[config.mk]
export PLATFORM = sky130hd
export DESIGN_NAME = pacman_move_ctrl
export DESIGN_NICKNAME = d
export VERILOG_FILES = /design/src/rtl/pacman_pkg.sv /design/src/rtl/move_tick_gen.sv /design/src/rtl/pacman_move_ctrl.sv
export SDC_FILE = /design/constraint.sdc
export NUM_CORES = 1
export LEC_CHECK = 0
export CORE_ASPECT_RATIO = 1.75
export CORE_MARGIN = 2
export CORE_UTILIZATION = 35
export CTS_CLUSTER_DIAMETER = 80
export CTS_CLUSTER_SIZE = 12
export DETAILED_ROUTE_END_ITERATION = 10
export DONT_BUFFER_PORTS = 1
export GPL_ROUTABILITY_DRIVEN = 0
export PLACE_DENSITY = 0.52
export SLEW_MARGIN = 20
export SYNTH_ARGS = -nofsm -noshare
export SYNTH_HDL_FRONTEND = slang
export SYNTH_SLANG_ARGS = --single-unit
[constraint.sdc]
create_clock -name CLOCK_50 -period 2.51 [get_ports CLOCK_50]
set_input_delay 0.753 -clock CLOCK_50 [delete_from_list [all_inputs] [get_ports CLOCK_50]]
set_output_delay 0.753 -clock CLOCK_50 [all_outputs]
set_load 0.01 [all_outputs]
[src/rtl/pacman_pkg.sv]
`default_nettype none
// +------------------------------------------------------------------+
// | Module      : pacman_pkg                                         |
// | Description : Shared types for the Pacman movement controller:   |
// |               heading encoding, controller states, reset heading |
// |               and the button priority encoder.                   |
// | Revision    : 1.0 - initial release                              |
// +------------------------------------------------------------------+
package pacman_pkg;

  typedef enum logic [1:0] {
    UP    = 2'd0,
    RIGHT = 2'd1,
    DOWN  = 2'd2,
    LEFT  = 2'd3
  } dir_t;

  typedef enum logic [1:0] {
    WAIT   = 2'd0,
    DECIDE = 2'd1,
    REQ    = 2'd2
  } state_t;

  localparam dir_t DIR_RESET = LEFT;

  // Simultaneous presses resolve UP > RIGHT > DOWN > LEFT.
  function automatic dir_t btn_priority(input logic up, input logic right,
                                        input logic down);
    if (up)
      return UP;
    else if (right)
      return RIGHT;
    else if (down)
      return DOWN;
    else
      return LEFT;
  endfunction

endpackage
`default_nettype wire

[src/rtl/move_tick_gen.sv]
`default_nettype none
// +------------------------------------------------------------------+
// | Module      : move_tick_gen                                      |
// | Description : Movement pacing counter. Counts 0..TICK_CYCLES-1   |
// |               while en is high and pulses tick on the last count.|
// |               Held at zero while en is low.                      |
// | Ports       : CLOCK_50 clock, reset sync active-high,            |
// |               en count enable, tick one-cycle pacing pulse       |
// | Revision    : 1.0 - initial release                              |
// +------------------------------------------------------------------+
module move_tick_gen #(
  parameter int TICK_CYCLES = 2_500_000
) (
  input  logic CLOCK_50,
  input  logic reset,
  input  logic en,
  output logic tick
);

  localparam int              CNT_W  = $clog2(TICK_CYCLES);
  localparam logic [CNT_W-1:0] C_LAST = CNT_W'(TICK_CYCLES - 1);

  logic [CNT_W-1:0] r_cnt;
  logic             w_last;

  assign w_last = (r_cnt == C_LAST);

  always_ff @(posedge CLOCK_50) begin
    if (reset || !en)
      r_cnt <= '0;
    else if (w_last)
      r_cnt <= '0;
    else
      r_cnt <= r_cnt + CNT_W'(1);
  end

  assign tick = en && w_last;

endmodule
`default_nettype wire

[src/rtl/pacman_move_ctrl.sv]
`default_nettype none
// +------------------------------------------------------------------+
// | Module      : pacman_move_ctrl                                   |
// | Description : Buffers the latest requested turn, paces movement  |
// |               with a tick, decides each tick between turning,    |
// |               going straight or stopping, and issues the step as |
// |               a req/ack handshake to the position register.      |
// | Ports       : CLOCK_50, reset (sync, active-high)                |
// |               btn_up/right/down/left  one-cycle button pulses    |
// |               game_en   game running                             |
// |               dir_open  passable directions, indexed by dir_t    |
// |               move_ack  position logic accepted the step         |
// |               move_req/move_dir  step request and its direction  |
// |               cur_dir, moving, pend_valid  status                |
// | Revision    : 1.0 - initial release                              |
// +------------------------------------------------------------------+
module pacman_move_ctrl
  import pacman_pkg::*;
#(
  parameter int TICK_CYCLES = 2_500_000,
  parameter int PEND_HOLD   = 8
) (
  input  logic       CLOCK_50,
  input  logic       reset,
  input  logic       btn_up,
  input  logic       btn_right,
  input  logic       btn_down,
  input  logic       btn_left,
  input  logic       game_en,
  input  logic [3:0] dir_open,
  input  logic       move_ack,
  output logic       move_req,
  output logic [1:0] move_dir,
  output logic [1:0] cur_dir,
  output logic       moving,
  output logic       pend_valid
);

  localparam int               AGE_W       = $clog2(PEND_HOLD + 1);
  localparam logic [AGE_W-1:0] C_AGE_LIMIT = AGE_W'(PEND_HOLD);

  logic             w_tick;
  state_t           r_state;
  state_t           w_state_next;
  dir_t             r_cur_dir;
  dir_t             r_move_dir;
  dir_t             r_pend_dir;
  logic             r_moving;
  logic             r_pend_valid;
  logic [AGE_W-1:0] r_pend_age;
  logic [AGE_W-1:0] w_age_inc;
  logic             w_btn_any;
  dir_t             w_btn_dir;
  logic             w_take_turn;
  logic             w_go_straight;
  logic             w_move_req;

  move_tick_gen #(
    .TICK_CYCLES(TICK_CYCLES)
  ) u_tick_gen (
    .CLOCK_50(CLOCK_50),
    .reset   (reset),
    .en      (game_en),
    .tick    (w_tick)
  );

  assign w_btn_any     = btn_up | btn_right | btn_down | btn_left;
  assign w_btn_dir     = btn_priority(btn_up, btn_right, btn_down);
  // Decision inputs use the pending buffer as it stood before this edge,
  // so a press landing on the DECIDE cycle only affects the next decision.
  assign w_take_turn   = r_pend_valid && dir_open[r_pend_dir];
  assign w_go_straight = !w_take_turn && dir_open[r_cur_dir];
  assign w_age_inc     = r_pend_age + AGE_W'(1);

  // State register
  always_ff @(posedge CLOCK_50) begin
    if (reset)
      r_state <= WAIT;
    else
      r_state <= w_state_next;
  end

  // Next-state logic; ticks outside WAIT are simply not looked at.
  always_comb begin
    w_state_next = r_state;
    case (r_state)
      WAIT:    if (w_tick && game_en) w_state_next = DECIDE;
      DECIDE:  w_state_next = (game_en && (w_take_turn || w_go_straight)) ? REQ : WAIT;
      REQ:     if (move_ack) w_state_next = WAIT;
      default: w_state_next = WAIT;
    endcase
  end

  // Output decode
  always_comb begin
    w_move_req = 1'b0;
    if (r_state == REQ) w_move_req = 1'b1;
  end

  // Heading, step direction and pending-turn buffer
  always_ff @(posedge CLOCK_50) begin
    if (reset) begin
      r_cur_dir    <= DIR_RESET;
      r_move_dir   <= DIR_RESET;
      r_pend_dir   <= DIR_RESET;
      r_moving     <= 1'b0;
      r_pend_valid <= 1'b0;
      r_pend_age   <= '0;
    end else begin
      if (r_state == DECIDE && game_en) begin
        if (w_take_turn) begin
          r_cur_dir    <= r_pend_dir;
          r_move_dir   <= r_pend_dir;
          r_moving     <= 1'b1;
          r_pend_valid <= 1'b0;
          r_pend_age   <= '0;
        end else begin
          r_moving <= w_go_straight;
          if (w_go_straight) r_move_dir <= r_cur_dir;
          // An unusable pending turn ages out after PEND_HOLD decisions.
          if (r_pend_valid) begin
            if (w_age_inc == C_AGE_LIMIT) begin
              r_pend_valid <= 1'b0;
              r_pend_age   <= '0;
            end else begin
              r_pend_age <= w_age_inc;
            end
          end
        end
      end
      // A fresh press always wins over the decision's buffer update.
      if (w_btn_any) begin
        r_pend_dir   <= w_btn_dir;
        r_pend_valid <= 1'b1;
        r_pend_age   <= '0;
      end
      // Leaving the game clears status; an open handshake still completes.
      if (!game_en) begin
        r_pend_valid <= 1'b0;
        r_moving     <= 1'b0;
      end
    end
  end

  assign move_req   = w_move_req;
  assign move_dir   = r_move_dir;
  assign cur_dir    = r_cur_dir;
  assign moving     = r_moving;
  assign pend_valid = r_pend_valid;

endmodule
`default_nettype wire

**Word level (Yosys, flattened, before mapping)**

Cells that the tools add are included.

- Input port bits: 12
- Register bits after elaboration: 36
- Logic and storage cells: 66
- Output and inout bits: 7

- $add $sub $neg: 2
- Multiplexer cells: 23
- Bitwise gates (word level): 4
- Equality and inequality tests: 6
- Reductions and logical operators: 21
- Magnitude comparators: 2

Operators with widths:

| cell | number |
|---|---|
| $add 22x1->22 const B | 1 |
| $eq 22x22->1 const B | 1 |
| $mux 2 | 7 |
| $mux 4 | 3 |
| $mux 1 | 10 |
| $reduce_and 2->1 | 4 |
| $logic_and 1x1->1 | 6 |
| $lt 2x3->1 const B | 2 |
| $pmux 2 s3 | 1 |
| $reduce_bool 2->1 | 3 |
| $reduce_or 2->1 | 3 |
| $add 4x1->4 const B | 1 |
| $bmux 1 s2 | 2 |
| $eq 4x4->1 const B | 1 |
| $ne 2x2->1 const B | 2 |
| $or 1x1->1 | 3 |
| $eq 2x1->1 const B | 1 |
| $eq 2x2->1 const B | 1 |
| $logic_not 1->1 | 2 |
| $logic_not 2->1 | 1 |
| $logic_or 1x1->1 | 2 |
| $not 1->1 | 1 |

**Logic depth before layout (Yosys ltp)**

Gate-level depths: netlist of the first run.

- Word-level depth: 9
- Gate-level depth with buffers: 6

**Hierarchy**

Synthesis of the first run repeated with hierarchy kept, for this count alone.

- Cells, all modules: 204
- Area, all modules: 1,791.7 sq um

By module, submodules not included:

| module | cells an instance | area an instance (sq um) | times used | seq. area each (sq um) |
|---|---|---|---|---|
| move_tick_gen | 120 | 1,023.5 | 1 | 440.4 |
| pacman_move_ctrl | 84 | 768.2 | 1 | 280.3 |

**Least setup slack after synthesis of the first run**

OpenSTA, ideal clock, no wires.

- Path type: input-to-reg
- Start point: input btn_right
- End point: register r_pend_age[3]
- Stages on the path: 4
- Setup time: 0.073 ns
- Required time: 2.437 ns
- Slack: 0.392 ns
- Path buffers: 0
- Arrival: 2.045 ns
- Cell sequence: or4_4 > nand2b_4 > or4_4 > o22ai_2

- Word-level cells in the longest chain between the ends: 4

RTL lines:

| item | line | text |
|---|---|---|
| start: declaration | pacman_move_ctrl.sv:26 | `input logic btn_right,` |
| $or 1x1->1 (3 in series) | pacman_move_ctrl.sv:67 | `assign w_btn_any = btn_up \| btn_right \| btn_down \| btn_left;` |
| $reduce_or 2->1 (no line) | - |  |
| end signal: assignment | pacman_move_ctrl.sv:126 | `r_pend_age <= w_age_inc;` |
| end: declaration | pacman_move_ctrl.sv:50 | `logic [AGE_W-1:0] r_pend_age;` |

Every way passes these cells.
A chain may end at the register's enable or synchronous reset.

**Worst setup path after layout of the first run**

- Start point: register u_tick_gen.r_cnt[0]
- End point: register u_tick_gen.r_cnt[20]

- Word-level cells in the longest chain between the ends: 2
- Elaborated cells on any way between the ends: 3

RTL lines:

| item | line | text |
|---|---|---|
| start: declaration | move_tick_gen.sv:23 | `logic [CNT_W-1:0] r_cnt;` |
| start signal: assignment | move_tick_gen.sv:34 | `r_cnt <= r_cnt + CNT_W'(1);` |
| parallel branches: the longest is 2 deep, another holds $add 22x1->22 | - |  |

Parallel ways; which one is timed is not known.

==> results of run 1 <==
-- synthesized netlist by cell type (all sizes together) (2+ instances only) --
master  count  area (µm²)
dfxtp      36         721
nor2       23        86.3
nand2      15        56.3
nand3      14        70.1
a21oi      13        65.1
o21ai      12        63.8
xnor2      11        96.3
inv         9        33.8
nor3        7        35.0
or3         7        43.8
or4         7        60.1
nand4       5        37.5
o31ai       5        37.5
mux2i       4        40.0
nor2b       4        25.0
nor4        4        25.0
and4        3        26.3
ha          3        37.5
mux2        3        33.8
and2        2        12.5
buf         2        22.5
clkbuf      2        7.51
nand2b      2        20.0
or4b        2        20.0
xor2        2        17.5
-- critical path, delay by kind of cell, from the launching register on --
kind,cells,cell delay [ns]
simple gates,3,1.08
fa+ha+maj,1,0.25
compound gates,1,0.15
flops,1,0.38
-- metrics by stage --
| step | setup WS (ns) | area, µm² | total power [mW] |
|---|---|---|---|
| final | 0.583 | 2000 | 1.13 |
| after global routing | 0.423 | 2000 | 1.18 |
| after CTS | 0.580 | 2000 | 1.16 |
| after detailed placement | 0.350 | 1890 | 0.643 |
| after global placement | 0.356 | 1890 | 0.644 |
| after floorplan | 0.392 | 1840 | 0.634 |
-- cells in the final DEF, fill, tap and decap left out, types with 2 or more instances in the layout --
master and instances:
sky130_fd_sc_hd__or4b_1 2, sky130_fd_sc_hd__nand2_1 15, sky130_fd_sc_hd__or3_1 7, sky130_fd_sc_hd__clkbuf_8 5, sky130_fd_sc_hd__nand4_1 4, sky130_fd_sc_hd__o31ai_1 5, sky130_fd_sc_hd__or4_4 2, sky130_fd_sc_hd__nand3_1 14
sky130_fd_sc_hd__xor2_1 2, sky130_fd_sc_hd__o21ai_0 10, sky130_fd_sc_hd__a21oi_1 13, sky130_fd_sc_hd__mux2_2 3, sky130_fd_sc_hd__inv_1 9, sky130_fd_sc_hd__buf_4 2, sky130_fd_sc_hd__nor2_1 23, sky130_fd_sc_hd__dfxtp_1 36
sky130_fd_sc_hd__and4_1 3, sky130_fd_sc_hd__nor2b_1 4, sky130_fd_sc_hd__and2_1 2, sky130_fd_sc_hd__or4_1 5, sky130_fd_sc_hd__xnor2_1 11, sky130_fd_sc_hd__ha_1 3, sky130_fd_sc_hd__nor4_1 4, sky130_fd_sc_hd__mux2i_1 4
sky130_fd_sc_hd__nor3_1 7
-- routing by layer --
metal	wire length, µm	up-vias	track usage
li1	-	783	-
met1	1610	726	0.163
met2	2220	30	0.273
met3	167	7	0.0322
met4	73	0	0.0577
met5	0	-	0
-- final cells by class --
| class | instances | area share |
|---|---|---|
| clock buffers | 6 | 0.0364 |
| inverters | 9 | 0.0169 |
| repair buffers | 2 | 0.00752 |
| flip-flops and latches | 36 | 0.361 |
| multi-input cells | 163 | 0.527 |
| well taps | 54 | 0.0339 |
| clock inverters | 2 | 0.0176 |
-- logic make-up after synthesis --
family	share of synthesized area
XOR/XNOR	0.0620
multiplexers	0.0525
AO/OA/AOI/OAI	0.138
adder cells (fa/ha/maj)	0.0205
flip-flops	0.393
AND/OR/NAND/NOR	0.299
buffers and inverters	0.0348
-- sequential cells by signal, summed over array words and instances, names as in the netlist --
name / count
r_pend_age: 4
move_dir: 2
r_pend_dir: 2
moving: 1
cur_dir: 2
u_tick_gen.r_cnt: 22
r_state: 2
pend_valid: 1
-- worst paths after layout --
path / startpoint / endpoint / slack [ns] / cells past startpoint
worst max-delay path: u_tick_gen.r_cnt[0] / u_tick_gen.r_cnt[20] / 0.58 / 5
worst min-delay path: u_tick_gen.r_cnt[21] / u_tick_gen.r_cnt[21] / 0.48 / 2
worst min register to register: u_tick_gen.r_cnt[21] / u_tick_gen.r_cnt[21] / 0.48 / 2
worst max register to register: u_tick_gen.r_cnt[0] / u_tick_gen.r_cnt[20] / 0.58 / 5
-- power breakdown --
part	switching (mW)	internal, mW	total [mW]
clock network	0.209	0.295	0.504
logic	0.0254	0.0207	0.0460
registers	0.00821	0.576	0.584
==> summary.txt, run 1 <==
Status
  • Result of the run: complete, but fails checks
  • Violated checks: DRC

Drt
  • Detailed Route WL: 4.07 mm
  • Count of routing violations after the opening detailed-route iteration: 83
  • DR vias: 1546
  • Vias per cell: 5.68
  • DRC errors left: 2
  • Count of nets left with antenna violations after detail routing: 0
  • Average routed wire per standard cell: 15.0 µm
  • First-pass detailed-route iteration total: 8

Critical path
  • Cells along the critical path: ha_1 > and4_1 > nand3_1 > or4_1 > a21oi_1
  • Endpoint kind of the worst setup timing path: flip-flop
  • Crit path launch type: flip-flop
  • CP max-delay cell: sky130_fd_sc_hd__or4_1
  • Data required, critical path: 2.73 ns
  • Crit path max fanout: 8
  • Worst setup path category: flip-flop to flip-flop
  • Longest individual stage delay on the worst path: 0.56 ns
  • Signal arrival time at the worst endpoint: 2.15 ns

Clock tree
  • Hold bufs inserted after CTS: 0
  • Clock Tree Root: sky130_fd_sc_hd__clkbuf_8
  • Clock slew seen by the registers of the worst setup and hold paths: 0.07 ns
  • Clock buffer count from CTS: 5
  • Number of sinks handled by clock tree synthesis: 36
  • Resized cells post-CTS: 0
  • Number of buffers on the longest clock path: 2
  • Post-CTS setup buffer count: 0
  • Clock Latency Late Sink: 0.29 ns
  • Maximum level of the CTS H-tree: 2
  • TritonCTS clock tree: done

Yosys
  • Synthesized area divided by synthesized cell count: 8.66 µm²
  • Number of enable flip-flop cells after synthesis: 0
  • Number of warnings reported in the yosys synthesis log: 0
  • Distinct cell type count of the synthesized netlist: 45
  • Most used flip-flop cell after synthesis: sky130_fd_sc_hd__dfxtp_1
  • Register area share after synthesis: 0.393
  • Count of state elements after synthesis: 36
  • Syn nets: 227
  • Count of mapped cells out of synthesis: 212
  • Post-Syn Area: 0.00184 mm²
  • Ys async rst share: 0

Floorplan
  • Number of rows in the core area: 34
  • Die X-Extent: 58.7 µm
  • Die Footprint: 0.00586 mm²
  • Core Region: 0.00502 mm²
  • Starting Density: 0.366
  • I/O pin cnt: 19
  • Die extent in y: 99.8 µm

STA
  • Setup repair after global routing missed its margin: false
  • Worst slack on hold paths: 0.476 ns
  • Tightest Pin Transition: 0.374 ns
  • Skew final: 0.00997 ns
  • Final Slew Violations: 0
  • Accumulated negative setup slack: 0 ns
  • Worst slew margin: 0.749
  • Number of endpoints failing setup at the final stage: 0
  • Period utilisation layout: 0.768
  • Hold violation count in the final report: 0
  • Crit path time final: 1.93 ns
  • Maximum clock rate: 519 MHz

Power and ir drop
  • Pwr/cell area: 568 mW/mm²
  • Reported leakage power: 0.634 nW
  • Worst vdd ir: 312 µV

Global routing
  • Global-route wire length before repair: 6.99 mm
  • Initial antenna violation count: 0
  • Vias in the first global route: 1534
  • Largest net degree at the start of global routing: 14
  • Global route total overflow: 0
  • Total global-route track usage: 0.150

Cells and area
  • Share of layout cells above drive strength 1: 0.0872
  • Fill cells: 534
  • Area occupied by registers: 721 µm²
  • Antenna Cells: 0
  • Final net count: 232
  • Relative area change from synthesis to final layout: 8.73%
  • Final standard cell utilization of the core: 0.398
  • Non-filler instance count after layout: 272
  • Footprint of the multi-input gates: 0.00105 mm²

Place
  • # placed instances: 264
  • Port bufs: 0
  • Post-detail-place hpwl: 3.04 mm

Flow run
  • Maximum capacitance violations: 0

Hold path
  • Worst min-delay path class: flip-flop to flip-flop
Power figures use the tool's default switching activity.
==> run 2: changes to the inputs <==
clock period = 1.8 ns   (was 2.51 ns; I/O delays follow)
==> summary.txt, run 2 (synthesis gave the netlist of run 1 again) <==
STA
  • Worst-case setup margin in the final layout: 0.00504 ns (-0.578 ns)
  • Skew final: 0.00742 ns (-0.00254 ns)
  • Tightest Pin Transition: 0.375 ns (+0.00172 ns)
  • Final Slew Violations: 0 (unchanged)
  • Hold violation count in the final report: 0 (unchanged)
  • Maximum clock rate: 557 MHz (+7.4%)
  • Accumulated negative setup slack: 0 ns (unchanged)
  • Setup repair after global routing missed its margin: true
  • Worst slew margin: 0.746 (-0.00300)
  • Crit path time final: 1.79 ns (-0.132 ns)
  • Number of endpoints failing setup at the final stage: 0 (unchanged)
  • Period utilisation layout: 0.997 (+0.229)

Drt
  • Count of routing violations after the opening detailed-route iteration: 67 (-19%)
  • Average routed wire per standard cell: 15.0 µm (+0.54%)
  • Detailed Route WL: 4.47 mm (+9.8%)
  • DRC errors left: 2 (unchanged)
  • Vias per cell: 5.50 (-3.2%)
  • DR vias: 1634 (+5.7%)
  • Count of nets left with antenna violations after detail routing: 0 (unchanged)
  • First-pass detailed-route iteration total: 7 (-1)

Floorplan
  • Die extent in y: 99.8 µm (unchanged)
  • I/O pin cnt: 19 (unchanged)
  • Die Footprint: 0.00586 mm² (unchanged)
  • Core Region: 0.00502 mm² (unchanged)
  • Die X-Extent: 58.7 µm (unchanged)
  • Number of rows in the core area: 34 (unchanged)
  • Starting Density: 0.366 (unchanged)

Global routing
  • Initial antenna violation count: 0 (unchanged)
  • Met3 track utilization from global routing: 0.0296 (-0.00258)
  • Global route total overflow: 0 (unchanged)
  • Most Crowded Layer GR: met2
  • Global-route wire length before repair: 7.49 mm (+7.2%)
  • Fraction of met1 tracks used by global routing: 0.173 (+0.0105)
  • Largest net degree at the start of global routing: 13 (-1)
  • Total global-route track usage: 0.167 (+0.0171)
  • Vias in the first global route: 1673 (+9.1%)
  • Met2 GRT Util: 0.306 (+0.0333)

Clock tree
  • Clock Tree Root: sky130_fd_sc_hd__clkbuf_8
  • Maximum level of the CTS H-tree: 2 (unchanged)
  • Clock Latency Late Sink: 0.29 ns (about the same)
  • Clock slew seen by the registers of the worst setup and hold paths: 0.08 ns (about the same)
  • Number of sinks handled by clock tree synthesis: 36 (unchanged)
  • TritonCTS clock tree: done
  • Number of buffers on the longest clock path: 2 (unchanged)
  • Clock buffer count from CTS: 5 (unchanged)

Cells and area
  • Final net count: 257 (+11%)
  • Leading cell type in the layout, fill and taps excluded: sky130_fd_sc_hd__dfxtp_1
  • Most flop-heavy register: u_tick_gen.r_cnt
  • Final standard cell utilization of the core: 0.443 (+0.0454)
  • Share of layout cells above drive strength 1: 0.198 (+0.110)
  • Relative area change from synthesis to final layout: 21.1%
  • Regs by FF count: u_tick_gen.r_cnt (22), r_pend_age (4)
  • Largest register FFs: 22 (unchanged)
  • Antenna Cells: 0 (unchanged)
  • Most frequent cells in the layout: sky130_fd_sc_hd__dfxtp_1, sky130_fd_sc_hd__nor2_1, sky130_fd_sc_hd__buf_4

Power and ir drop
  • Part of the total power dissipated in the clock network: 0.448 (+0.004)
  • Reported leakage power: 0.768 nW (+21%)
  • Part of the power in registers: 0.502 (-0.013)
  • Logic pwr share: 0.050 (+0.009)
  • Net switching power: 364 µW (+50%)
  • Pwr/cell area: 726 mW/mm² (+28%)
  • Internal power of the cells: 1.25 mW (+40%)
  • Switching Share: 0.226 (+0.0117)
  • Worst vdd ir: 614 µV (+97%)

Critical path
  • Crit path launch type: flip-flop
  • Crit path max fanout: 5 (-3)
  • Slack of the worst reg-to-reg path: 0.005 ns (-0.58 ns)
  • Capture instance of the worst register-to-register path: u_tick_gen.r_cnt[18]
  • Crit Reg-Reg Startpoint: u_tick_gen.r_cnt[6]
  • Signal arrival time at the worst endpoint: 1.97 ns (-0.18 ns)
  • Endpoint kind of the worst setup timing path: flip-flop
  • Worst setup path category: flip-flop to flip-flop
  • Data required, critical path: 1.98 ns (-0.75 ns)
  • Worst r2r path cells: 5 (unchanged)

Flow run
  • Maximum capacitance violations: 0 (unchanged)

Hold path
  • Worst Hold Path Cells: 1 (-1)
  • Worst min-delay path class: primary input to flip-flop
  • Worst-case hold path end point: r_state[1]
  • Min-Delay Startpoint: reset

Place
  • Post-detail-place hpwl: 3.37 mm (+11%)
  • Placement-stage worst setup slack: 0.0124 ns (-0.338 ns)
  • Port bufs: 0 (unchanged)

Status
  • Violated checks: DRC
  • Result of the run: complete, but fails checks
-- run 2: critical path, stage by stage (launching register included) --
cell	delay (ns)
sky130_fd_sc_hd__dfxtp_1	0.31
sky130_fd_sc_hd__or4_1	0.51
sky130_fd_sc_hd__or3_4	0.42
sky130_fd_sc_hd__o21ai_4	0.25
sky130_fd_sc_hd__buf_6	0.16
sky130_fd_sc_hd__a21oi_1	0.04
-- run 2: power by group through the flow --
stage | registers, mW | logic [mW] | clock network [mW]
after floorplan | 0.827 | 0.0567 | 0
after global placement | 0.832 | 0.0723 | 0
after detailed placement | 0.831 | 0.0721 | 0
after CTS | 0.812 | 0.0725 | 0.742
after global routing | 0.812 | 0.0881 | 0.776
final | 0.811 | 0.0811 | 0.723
-- run 2: repair_timing --
item | 4_1_cts | 5_1_grt
setup endpoints to repair | 0 | 21
hold buffers | 0 | 0
resized for setup | 0 | 11
buffers inserted | 0 | 1
-- run 2: metal layers --
layer	wire, µm	vias up
met5	0	-
li1	-	837
met2	2450	34
met1	1710	754
met3	185	9
met4	126	0
-- run 2: per-stage QoR --
stage | total power, mW | hold slack (ns) | area, µm² | std cells
4_1_cts | 1.63 | 0.304 | 2160 | 294
2_1_floorplan | 0.884 | 0.440 | 1840 | 212
6_report | 1.61 | 0.308 | 2220 | 297
3_3_place_gp | 0.904 | 0.466 | 2050 | 286
5_1_grt | 1.68 | 0.303 | 2220 | 297
3_5_place_dp | 0.903 | 0.472 | 2050 | 286
-- run 2: final cells by class --
cell class	instances	area (µm²)
tap	54	67.6
clock inverter	3	42.5
fill	538	2800
inverter	9	33.8
sequential	36	724
timing repair buffer	27	218
clock buffer	5	68.8
multi-input combinational	163	1070
-- run 2: how the worst max path moves through the flow --
stage,startpoint,to,slack [ns]
global placement,btn_left,r_pend_age[3],0.02
global route,u_tick_gen.r_cnt[6],u_tick_gen.r_cnt[10],-0.07
detailed placement,btn_left,r_pend_age[3],0.01
CTS,u_tick_gen.r_cnt[16],u_tick_gen.r_cnt[10],0.009
finish,u_tick_gen.r_cnt[6],u_tick_gen.r_cnt[18],0.005
floorplan,btn_left,r_pend_age[3],0.01
==> run 3: changes to the inputs <==
CORE_MARGIN = 3   (was 2)
==> summary.txt, run 3 (synthesis gave the netlist of run 1 again) <==
Cells and area
  • Relative area change from synthesis to final layout: 23.6%
  • Regs by FF count: u_tick_gen.r_cnt (22), r_pend_age (4)
  • Largest register FFs: 22 (unchanged)
  • Non-filler instance count after layout: 299 (+0.67%)
  • Fill cells: 514 (-4.5%)
  • Final net count: 259 (+0.78%)
  • Share of layout cells above drive strength 1: 0.269 (+0.0719)
  • Most flop-heavy register: u_tick_gen.r_cnt
  • Final instance area: 0.00227 mm² (+2.0%)
  • Antenna Cells: 0 (unchanged)
  • Final standard cell utilization of the core: 0.452 (+0.00897)
  • Leading cell type in the layout, fill and taps excluded: sky130_fd_sc_hd__dfxtp_1
  • Most frequent cells in the layout: sky130_fd_sc_hd__dfxtp_1, sky130_fd_sc_hd__buf_4, sky130_fd_sc_hd__nor2_1

STA
  • Skew final: 0.00901 ns (+0.00159 ns)
  • Maximum clock rate: 549 MHz (-1.4%)
  • Hold violation count in the final report: 0 (unchanged)
  • Period utilisation layout: 1.01 (+0.0145)
  • Worst slack on hold paths: 0.316 ns (+0.00775 ns)
  • Number of endpoints failing setup at the final stage: 17 (+17)
  • Worst slew margin: 0.751 (+0.00431)
  • Crit path time final: 1.82 ns (+0.0260 ns)
  • Final Slew Violations: 0 (unchanged)
  • Worst-case setup margin in the final layout: -0.0210 ns (-0.0260 ns)
  • Tightest Pin Transition: 0.371 ns (-0.00459 ns)
  • Setup repair after global routing missed its margin: true

Critical path
  • Origin of the worst setup path: u_tick_gen.r_cnt[15]
  • CP max-delay cell: sky130_fd_sc_hd__or4b_4
  • Crit path max fanout: 5 (unchanged)
  • Crit path launch type: flip-flop
  • Worst r2r path cells: 5 (unchanged)
  • Data required, critical path: 1.97 ns (about the same)
  • Crit Reg-Reg Startpoint: u_tick_gen.r_cnt[15]
  • Worst setup path category: flip-flop to flip-flop
  • Cells along the critical path: or4b_4 > or3_4 > o21ai_4 > buf_6 > a21oi_2
  • Endpoint kind of the worst setup timing path: flip-flop
  • Longest individual stage delay on the worst path: 0.52 ns (about the same)
  • Signal arrival time at the worst endpoint: 1.99 ns (+0.02 ns)

Clock tree
  • Hold bufs inserted after CTS: 0 (unchanged)
  • Number of buffers on the longest clock path: 2 (unchanged)
  • TritonCTS clock tree: done
  • Clock slew seen by the registers of the worst setup and hold paths: 0.08 ns (about the same)
  • Clock Latency Late Sink: 0.29 ns (about the same)
  • Number of sinks handled by clock tree synthesis: 36 (unchanged)
  • Maximum level of the CTS H-tree: 2 (unchanged)
  • Clock buffer count from CTS: 5 (unchanged)
  • Clock Tree Root: sky130_fd_sc_hd__clkbuf_8

Floorplan
  • Core Region: 0.00502 mm² (unchanged)
  • Die extent in y: 102 µm (+2.0%)
  • I/O pin cnt: 19 (unchanged)
  • Die X-Extent: 60.7 µm (+3.4%)
  • Starting Density: 0.366 (unchanged)
  • Number of rows in the core area: 34 (unchanged)
  • Die Footprint: 0.00618 mm² (+5.5%)

Drt
  • Detailed Route WL: 4.43 mm (-0.78%)
  • DRC errors left: 0 (-2)
  • First-pass detailed-route iteration total: 4 (-3)
  • Average routed wire per standard cell: 14.8 µm (-1.4%)
  • DR vias: 1667 (+2.0%)
  • Count of routing violations after the opening detailed-route iteration: 34 (-49%)
  • Count of nets left with antenna violations after detail routing: 0 (unchanged)
  • Vias per cell: 5.58 (+1.3%)

Power and ir drop
  • Pwr/cell area: 662 mW/mm² (-8.9%)
  • Worst vdd ir: 450 µV (-27%)
  • Reported leakage power: 0.776 nW (+1.1%)

Place
  • Port bufs: 0 (unchanged)
  • Cell area after placement: 0.00207 mm² (+0.73%)
  • Post-detail-place hpwl: 3.30 mm (-1.9%)
  • # placed instances: 288 (+0.70%)
  • Placement-stage worst setup slack: 0.00898 ns (-0.00346 ns)

Status
  • Result of the run: complete, but fails checks
  • Violated checks: setup timing

Hold path
  • Min-Delay Startpoint: reset
  • Worst Hold Path Cells: 1 (unchanged)
  • Worst min-delay path class: primary input to flip-flop

Global routing
  • Initial antenna violation count: 0 (unchanged)
  • Global route total overflow: 0 (unchanged)
  • Vias in the first global route: 1653 (-1.2%)
  • Total global-route track usage: 0.153 (-0.0138)
  • Global-route wire length before repair: 7.22 mm (-3.6%)
  • Largest net degree at the start of global routing: 13 (unchanged)

Flow run
  • Maximum capacitance violations: 0 (unchanged)
run 3: cell count changes in the layout (fill, tap and decap cells not counted), sizes merged:
cell,previous run,this run
buf,27,29
bufinv,1,0
clkbuf,5,6
clkinv,1,2
clkinvlp,1,0
run 3: area by class of cell:
| cell class | instances | area (µm²) | area share |
|---|---|---|---|
| clock buffers | 6 | 82.6 | 0.0364 |
| clock inverters | 2 | 10.0 | 0.00441 |
| inverters | 9 | 33.8 | 0.0149 |
| multi-input cells | 163 | 1110 | 0.491 |
| flip-flops and latches | 36 | 727 | 0.320 |
| well taps | 54 | 67.6 | 0.0298 |
| repair buffers | 29 | 233 | 0.103 |
run 3: worst paths after layout:
path,to,slack (ns)
min,r_state[1],0.32
min reg2reg,u_tick_gen.r_cnt[21],0.50
max reg2reg,u_tick_gen.r_cnt[21],-0.02
max,u_tick_gen.r_cnt[21],-0.02
run 3: worst max-delay path, delay by kind of cell, from the launching register on:
| kind | cells | cell delay (ns) |
|---|---|---|
| DFF | 1 | 0.32 |
| and+or+nand+nor | 2 | 0.92 |
| buffers and inverters | 1 | 0.17 |
| AOI/OAI and AO/OA | 2 | 0.29 |
run 3: repair_timing:
item | in CTS | in global routing
setup endpoints to repair | 0 | 23
endpoints found under the hold margin | 0 | 0
buffers inserted | 0 | 1
gates resized for setup | 0 | 28
run 3: stage by stage:
step	TNS, ns	power [mW]
2_1_floorplan	0	0.884
6_report	-0.187	1.50
3_5_place_dp	0	0.903
3_3_place_gp	0	0.904
5_1_grt	-1.20	1.56
4_1_cts	0	1.51
run 3: metal layers:
metal	routed length (µm)	vias up	share of wire	GRT usage
li1	-	845	-	-
met1	1620	769	0.37	0.159
met2	2460	41	0.55	0.277
met3	217	12	0.049	0.0344
met4	136	0	0.031	0.0735
met5	0	-	0	0
run 3: power breakdown:
| group | switching [mW] | leakage [nW] | internal, mW |
|---|---|---|---|
| clock network | 0.300 | 0.0510 | 0.306 |
| registers | 0.0102 | 0.292 | 0.801 |
| logic | 0.0441 | 0.433 | 0.0397 |
| total | 0.354 | 0.776 | 1.15 |
